File: src/rtl/heal_executor.sv
// Heal command executor: queues correction/compensation jobs, scrubs the seat RAM
// against its golden shadow copy, and freezes bookings during compensation windows.
module heal_executor #(
    parameter int NUM_SEATS   = 16,
    parameter int SEAT_W      = 4,
    parameter int HOLD_CYCLES = 8
) (
    input  logic              clk,
    input  logic              rst,
    input  logic              heal_trigger,
    input  logic [1:0]        heal_mode,
    output logic              seat_rd_en,
    output logic [SEAT_W-1:0] seat_addr,
    input  logic              seat_rd_data,
    input  logic              golden_rd_data,
    output logic              seat_we,
    output logic              seat_wdata,
    output logic              hold_bookings,
    output logic              busy,
    output logic              heal_done,
    output logic [1:0]        done_mode,
    output logic [SEAT_W:0]   corrected_count,
    output logic              merge_pulse
);

    localparam int HOLD_W = (HOLD_CYCLES > 1) ? $clog2(HOLD_CYCLES) : 1;
    localparam logic [HOLD_W-1:0] HOLD_LOAD = HOLD_W'(HOLD_CYCLES - 1);
    localparam logic [SEAT_W-1:0] LAST_ADDR = SEAT_W'(NUM_SEATS - 1);
    localparam logic [1:0] MODE_CORR = 2'b10;
    localparam logic [1:0] MODE_COMP = 2'b01;

    typedef enum logic [2:0] {
        IDLE     = 3'd0,
        SCAN_RD  = 3'd1,
        SCAN_CMP = 3'd2,
        HOLD     = 3'd3,
        DONE     = 3'd4
    } state_e;

    state_e             state_q;
    logic               pend_corr_q;
    logic               pend_comp_q;
    logic [SEAT_W-1:0]  addr_q;
    logic [SEAT_W:0]    count_q;
    logic [HOLD_W-1:0]  hold_cnt_q;
    logic               rd_en_q;
    logic               hold_q;
    logic               done_q;
    logic [1:0]         done_mode_q;
    logic [SEAT_W:0]    corr_cnt_q;
    logic               merge_q;

    logic               corr_trig_s;
    logic               comp_trig_s;
    logic               start_corr_s;
    logic               start_comp_s;
    logic               mismatch_s;
    logic [SEAT_W:0]    count_inc_s;

    assign corr_trig_s  = heal_trigger && (heal_mode == MODE_CORR);
    assign comp_trig_s  = heal_trigger && (heal_mode == MODE_COMP);
    assign start_corr_s = (state_q == IDLE) && pend_corr_q;
    assign start_comp_s = (state_q == IDLE) && !pend_corr_q && pend_comp_q;
    assign mismatch_s   = seat_rd_data ^ golden_rd_data;
    assign count_inc_s  = count_q + {{SEAT_W{1'b0}}, mismatch_s};

    // The write path is combinational in SCAN_CMP; the state reset kills it as soon as rst rises.
    assign seat_we         = (state_q == SCAN_CMP) && mismatch_s;
    assign seat_wdata      = (state_q == SCAN_CMP) && golden_rd_data;
    assign seat_rd_en      = rd_en_q;
    assign seat_addr       = addr_q;
    assign hold_bookings   = hold_q;
    assign busy            = (state_q != IDLE) || pend_corr_q || pend_comp_q;
    assign heal_done       = done_q;
    assign done_mode       = done_mode_q;
    assign corrected_count = corr_cnt_q;
    assign merge_pulse     = merge_q;

    // Job queue, scan/hold sequencing and all registered outputs.
    always_ff @(posedge clk or posedge rst) begin
        if (rst) begin
            state_q     <= IDLE;
            pend_corr_q <= 1'b0;
            pend_comp_q <= 1'b0;
            addr_q      <= {SEAT_W{1'b0}};
            count_q     <= {(SEAT_W+1){1'b0}};
            hold_cnt_q  <= {HOLD_W{1'b0}};
            rd_en_q     <= 1'b0;
            hold_q      <= 1'b0;
            done_q      <= 1'b0;
            done_mode_q <= 2'b00;
            corr_cnt_q  <= {(SEAT_W+1){1'b0}};
            merge_q     <= 1'b0;
        end else begin
            // A trigger landing on an already-set flag is absorbed, even on the dequeue edge.
            pend_corr_q <= (pend_corr_q && !start_corr_s) || (corr_trig_s && !pend_corr_q);
            pend_comp_q <= (pend_comp_q && !start_comp_s) || (comp_trig_s && !pend_comp_q);
            merge_q     <= (corr_trig_s && pend_corr_q) || (comp_trig_s && pend_comp_q);
            rd_en_q     <= 1'b0;
            done_q      <= 1'b0;

            case (state_q)
                IDLE: begin
                    if (start_corr_s) begin
                        addr_q  <= {SEAT_W{1'b0}};
                        count_q <= {(SEAT_W+1){1'b0}};
                        rd_en_q <= 1'b1;
                        hold_q  <= 1'b1;
                        state_q <= SCAN_RD;
                    end else if (start_comp_s) begin
                        hold_cnt_q <= HOLD_LOAD;
                        hold_q     <= 1'b1;
                        state_q    <= HOLD;
                    end else begin
                        hold_q  <= 1'b0;
                        state_q <= IDLE;
                    end
                end
                SCAN_RD: begin
                    hold_q  <= 1'b1;
                    state_q <= SCAN_CMP;
                end
                SCAN_CMP: begin
                    count_q <= count_inc_s;
                    if (addr_q == LAST_ADDR) begin
                        corr_cnt_q  <= count_inc_s;
                        done_q      <= 1'b1;
                        done_mode_q <= MODE_CORR;
                        hold_q      <= 1'b0;
                        state_q     <= DONE;
                    end else begin
                        addr_q  <= addr_q + {{(SEAT_W-1){1'b0}}, 1'b1};
                        rd_en_q <= 1'b1;
                        hold_q  <= 1'b1;
                        state_q <= SCAN_RD;
                    end
                end
                HOLD: begin
                    if (hold_cnt_q == {HOLD_W{1'b0}}) begin
                        done_q      <= 1'b1;
                        done_mode_q <= MODE_COMP;
                        hold_q      <= 1'b0;
                        state_q     <= DONE;
                    end else begin
                        hold_cnt_q <= hold_cnt_q - {{(HOLD_W-1){1'b0}}, 1'b1};
                        hold_q     <= 1'b1;
                        state_q    <= HOLD;
                    end
                end
                DONE: begin
                    hold_q  <= 1'b0;
                    state_q <= IDLE;
                end
                default: begin
                    hold_q  <= 1'b0;
                    state_q <= IDLE;
                end
            endcase
        end
    end

endmodule

File: config.mk
export PLATFORM = sky130hd
export DESIGN_NAME = heal_executor
export DESIGN_NICKNAME = d
export VERILOG_FILES = /design/src/rtl/heal_executor.sv
export SDC_FILE = /design/constraint.sdc
export NUM_CORES = 1
export LEC_CHECK = 0
export CAP_MARGIN = 10
export CORE_UTILIZATION = 54
export CTS_BUF_LIST = sky130_fd_sc_hd__clkbuf_8
export DETAILED_ROUTE_END_ITERATION = 12
export MAX_ROUTING_LAYER = met4
export PLACE_DENSITY = 0.8
export SLEW_MARGIN = 10
export SYNTH_ARGS = -nofsm -noshare
export SYNTH_HDL_FRONTEND = slang
export SYNTH_SLANG_ARGS = --single-unit
File: constraint.sdc
create_clock -name clk -period 1.8 [get_ports clk]
set_input_delay 0.36 -clock clk [delete_from_list [all_inputs] [get_ports clk]]
set_output_delay 0.36 -clock clk [all_outputs]
set_load 0.02 [all_outputs]
==> summary.txt <==
Logic synthesis
  – Most frequent cell after synthesis: dfrtp_1
  – Synth Warn #: 0
  – Seq/Total Area, Yosys: 50.0%
  – Post-Syn Area per Cell: ~11 sq um
  – Share of the synthesized area in the top cell type: about half
  – Ys flop type: dfrtp_1
  – Post-synth top cells: dfrtp_1, nand2_1, a21oi_1, inv_1, o21ai_0
  – Mapped Area: 1400 sq um
  – Ys async rst share: between 90% and 100%
  – Largest area contributor in the netlist: dfrtp_1
  – Post-synth EDFFs: 0
  – Syn nets: 145
  – Cells after Synth: 133
  – Seq cells post-synth: 28
  – Distinct cells, synth: 40
  – Ranking of synthesized cells by area: dfrtp_1, ha_1, mux2_2

Setup path
  – Reg2reg setup slack: ~0.014 ns
  – Reg-to-reg startpoint: state_q[0]$_DFF_PP0_
  – Critical Path Sink Type: register
  – Register-to-Register Path Depth: 5
  – Critical Path Source Type: register
  – Crit Path Category: reg2reg
  – Req. time, crit path: roughly 2.0 ns
  – FF-to-FF End: corrected_count[1]$_DFFE_PP0P_
  – Crit path max fanout: 10
  – Crit path DAT: 1.95 ns

STA
  – Final setup viols: 0
  – Final hold violation count: 0
  – RSZ-0062 raised after global routing: true
  – Pins Over Slew Limit: 0
  – Worst Tran Pin Value: just under 0.4 ns
  – Final setup TNS: 0 ns
  – Fmax: between 500 and 600 MHz
  – Clock skew: around 0.0020 ns
  – Fin crit share: 99.2%
  – Final worst path period need: 1.79 ns
  – Normalized max-slew margin: 73.8%

Power and ir drop
  – PwrDens: 1840 nW/um^2
  – Peak VDD IR: 1.20 mV
  – Power consumption: about 0.0035 W
  – Static Leak: 0.871 nW

Layout
  – P&R area growth vs syn: 34.0%
  – Final non-filler cell total: between 200 and 250
  – # diodes: 0
  – Fin util: 76.4%
  – Nets: 185
  – Share of cells above drive strength 1: 21.5%

Global routing
  – First-pass GRT wire length: about 5000 um
  – Initial antenna violation count: 0
  – Global route total overflow: 0
  – Largest net degree at the start of global routing: 29
  – Global-route usage over all layers: 25.7%
  – Vias in the first global route: 1,063

Placed design
  – Gpl congestion: about 0.85
  – Port Buffers: 24
  – Hpwl dp: between 2000 and 2500 um
  – Placed cells: 194

Route
  – DRC viols: 0
  – Drt initial violations: 28
  – Via count: 1,167
  – DR vias/cell: 5.78
  – Wire per inst: about 16 um
  – Initial DRT Pass Iterations: 4
  – DRT Wirelength: 3190 um
  – Antenna Nets Post-Route: 0

Clock network
  – H-tree levels: 1
  – # hold bufs at CTS: 0
  – CTS clk-pin slew, worst paths: 0.09 ns
  – CTS tree: yes
  – Max Root-Sink Buffers: 2
  – CTS Sinks: 28
  – Worst skew pair latency: 0.27 ns
  – Root Driver: clkbuf_8
  – CTS buffer count: 3

Die
  – Die height: between 50 and 60 um
  – DIE WIDTH: 52.9 um
  – Initial Util: a little under three fifths
  – Core Region: 2450 sq um
  – I/O pin count: 25
  – Die ar.: 2800 sq um
  – Row count: 18

Run status
  – Status: finished, final reports clean

Worst hold path
  – Min-delay worst type: in2async

Run
  – Max Cap Viol: 0
-- power breakdown --
group	switching [W]	total (W)	internal (W)	leakage, nW
sequential	0.000235	0.00115	0.000915	0.346
clock	0.000185	0.000381	0.000196	0.0288
combinational	0.000964	0.00193	0.000964	0.497
-- worst max path at each step --
stage,startpoint,to,slack [ns]
after floorplan,golden_rd_data,count_q[2]$_DFFE_PP0P_,0.22
after global placement,golden_rd_data,count_q[2]$_DFFE_PP0P_,-0.34
after detailed placement,golden_rd_data,count_q[2]$_DFFE_PP0P_,-0.42
after CTS,state_q[2]$_DFF_PP0_,corrected_count[1]$_DFFE_PP0P_,-0.003
after global routing,state_q[0]$_DFF_PP0_,busy,-0.02
final,state_q[0]$_DFF_PP0_,corrected_count[1]$_DFFE_PP0P_,0.01
-- flip-flops by register name, summed over array words and instances, names as in the netlist, 2 cells and up --
register         cells
corrected_count      5
count_q              5
seat_addr            4
hold_cnt_q           3
state_q              3
done_mode            2
-- routing by layer --
| layer | vias up | routed length (um) | track usage, % |
|---|---|---|---|
| li1 | 548 | - | - |
| met4 | 0 | 21 | 9.65 |
| met5 | - | 0 | - |
| met1 | 584 | 1400 | 33.3 |
| met2 | 31 | 1660 | 40.5 |
| met3 | 4 | 99 | 4.31 |
-- placed cells by master (no fill, tap or decap), types with 2 or more instances in the layout --
| cell | instances |
|---|---|
| clkbuf_8 | 4 |
| clkdlybuf4s50_1 | 19 |
| a21oi_1 | 7 |
| inv_1 | 7 |
| o21ai_0 | 5 |
| ha_1 | 3 |
| buf_6 | 3 |
| a22oi_1 | 3 |
| and2_1 | 2 |
| dlygate4sd2_1 | 2 |
| mux2i_1 | 4 |
| o21a_1 | 2 |
| nor2_1 | 5 |
| a22o_1 | 2 |
| mux2_4 | 3 |
| nand3_1 | 6 |
| and3_1 | 4 |
| nand2_1 | 11 |
| dfrtp_1 | 28 |
| nor3_1 | 4 |
| buf_4 | 17 |
| o21ai_1 | 2 |
| xnor2_1 | 3 |
| nor2b_1 | 4 |
-- through the flow --
step / hold WS (ns) / area [sq um] / setup slack (ns)
2_1_floorplan: 0.425 / 1400 / 0.217
3_3_place_gp: 0.485 / 1740 / -0.345
3_5_place_dp: 0.488 / 1740 / -0.417
4_1_cts: 0.455 / 1820 / -0.00295
5_1_grt: 0.473 / 1880 / -0.0189
6_report: 0.450 / 1880 / 0.0142
-- cell families (layout without fill, tap and decap cells) --
group,after synthesis,in the layout,synth area share (%)
flip-flops,28,28,50.0
AND/OR/NAND/NOR,48,48,19.8
adder cells (fa/ha/maj),5,5,4.47
buffers and inverters,14,53,4.83
XOR/XNOR,4,4,2.50
multiplexers,8,8,6.08
AO/OA/AOI/OAI,26,26,12.2
-- timing repair --
action	CTS	global route
hold endpoints to repair	0	0
pin swaps	4	4
buffers inserted	1	3
gates resized for setup	21	10
cloned	0	0
setup endpoints to repair	10	9
-- critical path, stage by stage, from the launching register on --
cell and delay (ns):
dfrtp_1 0.44, buf_6 0.15, buf_6 0.13, or3b_4 0.45, nor2_4 0.20, mux2_4 0.32
-- layout make-up --
class | count | area [sq um]
flip-flops and latches | 28 | 701
multi-input cells | 91 | 682
inverters | 7 | 26.3
repair buffers | 42 | 374
clock buffers | 4 | 55.1
well taps | 30 | 37.5
fillers | 153 | 579
Power figures use the tool's default switching activity.
